### config.mk
export PLATFORM = sky130hd
export DESIGN_NAME = fetch_pc_unit
export DESIGN_NICKNAME = d
export VERILOG_FILES = /design/src/rtl/fetch_pc_unit.sv
export SDC_FILE = /design/constraint.sdc
export NUM_CORES = 1
export LEC_CHECK = 0
export ABC_CLOCK_PERIOD_IN_PS = 3130
export CAP_MARGIN = 20
export CORE_UTILIZATION = 60
export CTS_BUF_LIST = sky130_fd_sc_hd__clkbuf_2
export CTS_CLUSTER_SIZE = 14
export DETAILED_ROUTE_END_ITERATION = 12
export DONT_BUFFER_PORTS = 1
export PLACE_DENSITY = 0.88
export SKIP_LAST_GASP = 1
export SLEW_MARGIN = 15
export SYNTH_ARGS = -nofsm -noshare
export SYNTH_HDL_FRONTEND = slang
export SYNTH_SLANG_ARGS = --single-unit
### constraint.sdc
create_clock -name clk -period 3.13 [get_ports clk]
set_input_delay 0.313 -clock clk [delete_from_list [all_inputs] [get_ports clk]]
set_output_delay 0.313 -clock clk [all_outputs]
set_load 0.1 [all_outputs]
### src/rtl/fetch_pc_unit.sv
`default_nettype none
// ============================================================================
//  Module   : fetch_pc_unit
//  Brief    : Program counter, next-PC select and fetch tracking in front of a
//             synchronous instruction memory, with halt and single-step control.
//  Revision : 1.0
// ============================================================================
module fetch_pc_unit #(
    parameter int          ADDR_BITS = 10,
    parameter int          RESET_PC  = 0,
    parameter logic [31:0] HALT_WORD = 32'hFFFF_FFFF
) (
    input  logic                 clk,
    input  logic                 rst_n,
    input  logic                 stall,
    input  logic                 branch_taken,
    input  logic [ADDR_BITS-1:0] branch_target,
    input  logic                 jump,
    input  logic [ADDR_BITS-1:0] jump_target,
    input  logic                 step_mode,
    input  logic                 step,
    input  logic [31:0]          inst_data,
    output logic [ADDR_BITS-1:0] pc_addr,
    output logic                 pc_enable,
    output logic [ADDR_BITS-1:0] inst_pc,
    output logic [ADDR_BITS-1:0] inst_pc_plus1,
    output logic                 inst_valid,
    output logic                 halted,
    output logic [31:0]          fetch_count
);

    localparam logic [ADDR_BITS-1:0] c_reset_pc = ADDR_BITS'(RESET_PC);
    localparam logic [ADDR_BITS-1:0] c_pc_one   = ADDR_BITS'(1);

    typedef enum logic [1:0] {
        ST_RUN        = 2'd0,
        ST_STEP_WAIT  = 2'd1,
        ST_STEP_FETCH = 2'd2,
        ST_HALTED     = 2'd3
    } state_t;

    state_t                r_state;
    state_t                w_state;
    state_t                w_state_next;
    logic                  r_init;
    logic [ADDR_BITS-1:0]  r_pc;
    logic [ADDR_BITS-1:0]  w_pc_next;
    logic [ADDR_BITS-1:0]  r_fetch_pc;
    logic                  r_fetch_live;
    logic [31:0]           r_fetch_count;
    logic                  w_fetching;
    logic                  w_halt_hit;
    logic                  w_redirect;

    // The first cycle after reset takes its mode straight from step_mode, so
    // the register itself can use a constant reset value.
    assign w_state    = r_init ? (step_mode ? ST_STEP_WAIT : ST_RUN) : r_state;
    assign w_fetching = (w_state == ST_RUN) || (w_state == ST_STEP_FETCH);
    assign w_halt_hit = r_fetch_live && (inst_data == HALT_WORD);
    assign w_redirect = w_fetching && !w_halt_hit && (jump || branch_taken);

    always_ff @(posedge clk or negedge rst_n) begin
        if (!rst_n) begin
            r_state <= ST_RUN;
            r_init  <= 1'b1;
        end else begin
            r_state <= w_state_next;
            r_init  <= 1'b0;
        end
    end

    always_comb begin
        w_state_next = w_state;
        if (w_halt_hit) begin
            w_state_next = ST_HALTED;
        end else begin
            case (w_state)
                ST_RUN: begin
                    if (step_mode) w_state_next = ST_STEP_WAIT;
                end
                ST_STEP_WAIT: begin
                    if (step)            w_state_next = ST_STEP_FETCH;
                    else if (!step_mode) w_state_next = ST_RUN;
                end
                ST_STEP_FETCH: w_state_next = ST_STEP_WAIT;
                ST_HALTED:     w_state_next = ST_HALTED;
                default:       w_state_next = ST_RUN;
            endcase
        end
    end

    // Halt on the word in flight outranks any redirect or stall this cycle.
    always_comb begin
        w_pc_next = r_pc;
        if (w_fetching && !w_halt_hit) begin
            if (jump)              w_pc_next = jump_target;
            else if (branch_taken) w_pc_next = branch_target;
            else if (!stall)       w_pc_next = r_pc + c_pc_one;
        end
    end

    always_ff @(posedge clk or negedge rst_n) begin
        if (!rst_n) begin
            r_pc          <= c_reset_pc;
            r_fetch_pc    <= c_reset_pc;
            r_fetch_live  <= 1'b0;
            r_fetch_count <= 32'd0;
        end else begin
            r_pc <= w_pc_next;
            if (w_fetching) begin
                r_fetch_pc <= r_pc;
            end
            r_fetch_live <= w_fetching && !w_redirect;
            if (w_fetching && !stall) begin
                r_fetch_count <= r_fetch_count + 32'd1;
            end
        end
    end

    assign pc_addr       = r_pc;
    assign pc_enable     = rst_n && w_fetching;
    assign inst_pc       = r_fetch_pc;
    assign inst_pc_plus1 = r_fetch_pc + c_pc_one;
    assign inst_valid    = r_fetch_live;
    assign halted        = (w_state == ST_HALTED);
    assign fetch_count   = r_fetch_count;

endmodule
`default_nettype wire

* Yosys cells after proc, flatten, opt, wreduce, memory -nomap -nowiden
Cells that the tools add are included.
** Word-level totals
- Word-level logic and storage cells :: 37
- Memories :: 0
- Memory bits (writable) :: 0
- Output and inout port bits :: 65
- Flip-flop bits (word level) :: 56
- Bits in read-only memories :: 0
- Bits in latches :: 0
** Cells by class
- Divide/modulo/power cells :: 0
- Mux-type cells :: 10
- Add/subtract/negate cells :: 3
- Bitwise operators :: 0
- Shift operators :: 0
- $mul :: 0
- Equality and inequality tests :: 5
- Order comparisons :: 0
- Reduce and logical (&&, ||, !) cells :: 13
** Operators with widths (count)
- adder 32 x 1 -> 32 bit (second input constant) :: 1
- == test 32 bit (second input constant) :: 1
- two-way mux 10 bit :: 3
- adder 10 x 1 -> 10 bit (second input constant) :: 2
- two-way mux 2 bit :: 5
- one-hot mux 2 bit (4 select lines) :: 1
- logical AND 1 bit :: 6
- == test 2 bit (second input constant) :: 2
- zero test 1 bit :: 3
- inequality test 3 x 1 -> 1 bit (second input constant) :: 1
- == test 2 x 1 -> 1 bit (second input constant) :: 1
- zero test 2 bit :: 1
- logical OR 1 bit :: 2
- AND reduction 2 bit :: 1
- two-way mux 1 bit :: 1

* Longest topological paths before layout
- Word-level depth :: 8
- Gate-level depth with buffers :: 6

* Least setup slack after synthesis
No wires, ideal clock.
- Path type :: register -> output
- Start point :: reg r_fetch_pc[3] (netlist: inst_pc[3])
- End point :: out inst_pc_plus1[9]
- Required time :: 2.817 ns
- Cell stages (with the launch flop) :: 6
- Buffers on the path :: 0
- Slack :: -0.439 ns
- Data arrival time :: 3.256 ns
- Cell sequence :: dfrtp_1 nand2_1 nor2_1 and4_1 nand3_1 xnor2_1
** On the way
- Word-level cells in the longest chain between the ends :: 1
** Ends and longest elaborated chain
- from (decl) :: line 48 : logic [ADDR_BITS-1:0] r_fetch_pc;
- from (signal assigned) :: line 105 : r_fetch_pc <= c_reset_pc;
- from (signal assigned) :: line 111 : r_fetch_pc <= r_pc;
- adder 10 x 1 -> 10 bit :: line 123 : assign inst_pc_plus1 = r_fetch_pc + c_pc_one;
- to (decl) :: line 26 : output logic [ADDR_BITS-1:0] inst_pc_plus1,
Every way passes these cells.

* Final worst setup path
- Start point :: reg r_fetch_pc[1] (netlist: inst_pc[1])
- End point :: out inst_pc_plus1[8]
Same word-level chain as after synthesis.

==> run_results.csv <==
group,metric,value,unit
outcome,status,"completed",
critical_path,rr_endpoint,"fetch_count[17]$_DFFE_PN0P_",
global_route,grt_first_pass_wirelength,11400,um
place,dp.final_hpwl,5450,um
clocking,root_buffer,"clkbuf_2",
global_route,grt-ovfl-total,0,
critical_path,critical_path.max_fanout,5,
synthesis,ys_warn_count,0,
synthesis,yosys.area_share.simple,0.238,
clocking,post-cts-setup-buffers,0,
critical_path,max_stage_delay,0.38,ns
synthesis,synth-adder-area-share,0.0128,
place,portBuffers,0,
critical_path,slowest_stage,"dfrtp_1",
global_route,grt_max_degree,57,
drt,drtPass1Iterations,5,
critical_path,end_kind,"output port",
hold_path,hold_end,"inst_valid$_DFF_PN0_",
clocking,clk_path_buf_depth,2,
timing,hold_violations,0,
synthesis,synthCells,288,
timing,worstMarginPinSlew,1.02,ns
floorplanning,rows,25,
global_route,antenna_found_initial,0,
synthesis,synth_compound_area_frac,0.0447,
global_route,first_global_vias,2504,
clocking,htree_levels,2,
floorplanning,start_util,0.622,
critical_path,r2r_start,"r_init$_DFF_PN1_",
clocking,clock_latency,0.44,ns
timing,fin_tns_setup,0,ns
cells_and_area,drive_gt1_frac,0.278,
power_and_ir_drop,seqPwrFrac,0.303,
critical_path,crit_chain,"buf_4, ha_1, nand4_1, xnor2_2, buf_4",
floorplanning,die_height,72.0,um
critical_path,crit_type,"flip-flop to output port",
hold_path,min-delay-start,"jump",
drt,ant_nets,0,
floorplanning,die_area,5180,um2
power_and_ir_drop,pwr-share-clk,0.085,
cells_and_area,nNetsFinal,415,
drt,routed_wl,7150,um
power_and_ir_drop,power_switching,1.73,mW
cells_and_area,n_antenna_cell,0,
floorplanning,pin_count,124,
drt,wl_per_cell,17.0,um
hold_path,min_path_type,"primary input to flip-flop",
timing,finalCriticalPeriod,2.47,ns
drt,viasPerCell,5.65,
critical_path,critPathLaunchType,"flip-flop",
synthesis,synth_top_family_by_area,"simple AND/OR/NAND/NOR gates",
timing,clock.fmax,404,MHz
critical_path,ff2ff_path_depth,5,
timing,skew,0.00695,ns
synthesis,ys_seq_area_frac,0.478,
drt,vias,2371,
global_route,grt_usage,0.292,
clocking,cts_sinks,56,
timing,finalCritPeriodShare,0.791,
critical_path,critPathTopFamily,"buffers and inverters",
clocking,path_clk_slew,0.24,ns
power_and_ir_drop,total_power,2.96,mW
timing,drv_slew,0,
critical_path,cp_common_cell,"buf_4",
power_and_ir_drop,pwr-share-comb,0.611,
hold_path,holdPathStages,2,
critical_path,required,2.82,ns
floorplanning,core_area,4720,um2
clocking,hold_buffers,4,
clocking,cts_tree,"built",
job,maxCapViolations,0,
critical_path,rrSetupSlack,0.92,ns
synthesis,synth_xor_area_frac,0.140,
critical_path,crit_arrival,2.16,ns
clocking,cts_resized,0,
timing,finalSetupViolCount,0,
place,gp_congestion,0.813,
drt,drc_errors,0,
cells_and_area,mostFrequentLayoutCell,"buf_4",
synthesis,ys_ff_latch,56,
timing,whs,0.0484,ns
synthesis,avgSynthCellArea,10.2,um2
power_and_ir_drop,p_int,1.23,mW
synthesis,syn_nets,350,
critical_path,cp_num_buf_inv,2,
power_and_ir_drop,ir_worst_vdd,0.000465,V
power_and_ir_drop,leakagePower,1.73,nW
cells_and_area,areaGrowthSynthToFinish,22.3,%
timing,rsz0062_at_grt,"no",
cells_and_area,final_cell_mix,"60 x buf_4, 55 x dfrtp_1, 50 x nand2_1, 25 x xnor2_1",
clocking,cts_buffers,5,
synthesis,synth_cell_type_count,33,
synthesis,synth_area,2940,um2
drt,first_iter_violations,88,
floorplanning,dieWidth,72.0,um
synthesis,synth_mux_area_frac,0.0639,
timing,relSlewSlack,0.323,
power_and_ir_drop,power.density,824,nW/um2
power_and_ir_drop,p_sw_frac,0.583,
## through the flow
| stage | setup WS, ns | utilization | cell area [um2] | cells |
|---|---|---|---|---|
| after global placement | 1.09 | 0.741 | 3500 | 409 |
| after CTS | 0.622 | 0.760 | 3590 | 420 |
| final | 0.655 | 0.760 | 3590 | 420 |
| after detailed placement | 0.998 | 0.741 | 3500 | 409 |
| after global routing | 0.517 | 0.760 | 3590 | 420 |
| after floorplan | -0.0134 | - | 2970 | 288 |
## Yosys cell counts
library cell / instances / area (um2)
a21oi_1: 7 / 35.0
a222oi_1: 2 / 20.0
and2_1: 5 / 31.3
and3_1: 5 / 31.3
and4_1: 3 / 26.3
buf_6: 1 / 11.3
clkbuf_1: 5 / 18.8
conb_1: 1 / 3.75
dfrtp_1: 55 / 1380
dfstp_2: 1 / 26.3
ha_1: 3 / 37.5
inv_1: 9 / 33.8
mux2_2: 10 / 113
mux2_4: 1 / 15.0
mux2i_1: 6 / 60.1
nand2_1: 50 / 188
nand3_1: 16 / 80.1
nand4_1: 13 / 81.3
nand4_4: 2 / 42.5
nor2_1: 16 / 60.1
nor2b_1: 2 / 12.5
nor3_1: 2 / 10.0
nor3_2: 5 / 50.1
nor4_1: 2 / 12.5
nor4_2: 1 / 12.5
nor4b_2: 2 / 30.0
nor4b_4: 1 / 23.8
o21ai_0: 11 / 55.1
o221ai_1: 1 / 8.76
o22ai_1: 2 / 12.5
or2_2: 1 / 6.26
xnor2_1: 30 / 263
xor2_1: 17 / 149
## final cells by class
class	count	area [um2]
Tap cell	67	83.8
Sequential cell	56	1400
Timing Repair Buffer	64	508
Fill cell	323	1130
Multi-Input combinational cell	217	1530
Clock buffer	5	25.0
Inverter	9	33.8
Clock inverter	2	7.51
## worst register-to-register path, cell delays in order, from the launching register on
cell     delay [ns]
dfstp_2        0.62
mux2_4         0.41
nor4b_2        0.47
and2_1         0.27
nand4_1        0.16
xnor2_1        0.18
## power by group through the flow
stage / registers [mW] / clock network, mW / logic [mW]
after floorplan: 1.72 / 0 / 0.635
after detailed placement: 0.910 / 0 / 1.79
after global routing: 0.911 / 0.277 / 1.87
final: 0.898 / 0.252 / 1.81
after global placement: 0.901 / 0 / 1.76
after CTS: 0.896 / 0.261 / 1.81
## state kept, by name, indices dropped and copies added (netlist names)
| register | cells |
|---|---|
| fetch_count | 32 |
| inst_pc | 10 |
| inst_valid | 1 |
| pc_addr | 10 |
| r_init | 1 |
| r_state | 2 |
## cell families after synthesis
kind of cell,Yosys count
fa+ha+maj,3
mux,17
simple gates,126
compound gates,23
flops,56
other cells,1
buf+inv,15
xor+xnor,47
## metal layers
| metal | vias to the layer above | global-route usage | part of all wire |
|---|---|---|---|
| li1 | 1112 | - | - |
| met5 | - | 0 | 0 |
| met4 | 0 | 0.139 | 0.036 |
| met1 | 1124 | 0.317 | 0.37 |
| met2 | 112 | 0.547 | 0.54 |
| met3 | 23 | 0.0514 | 0.052 |
## worst max-delay path by stage
stage / start / endpoint / slack, ns / depth (start not counted)
after floorplan: inst_pc[2]$_DFFE_PN0N_ / inst_pc_plus1[3] / -0.01 / 2
after global placement: r_init$_DFF_PN1_ / fetch_count[16]$_DFFE_PN0P_ / 1.09 / 5
after detailed placement: r_init$_DFF_PN1_ / fetch_count[12]$_DFFE_PN0P_ / 1.0 / 5
after CTS: inst_pc[1]$_DFFE_PN0N_ / inst_pc_plus1[8] / 0.62 / 5
after global routing: inst_pc[1]$_DFFE_PN0N_ / inst_pc_plus1[8] / 0.52 / 5
final: inst_pc[1]$_DFFE_PN0N_ / inst_pc_plus1[8] / 0.66 / 5
No activity file was read; power rests on OpenSTA's default activity.
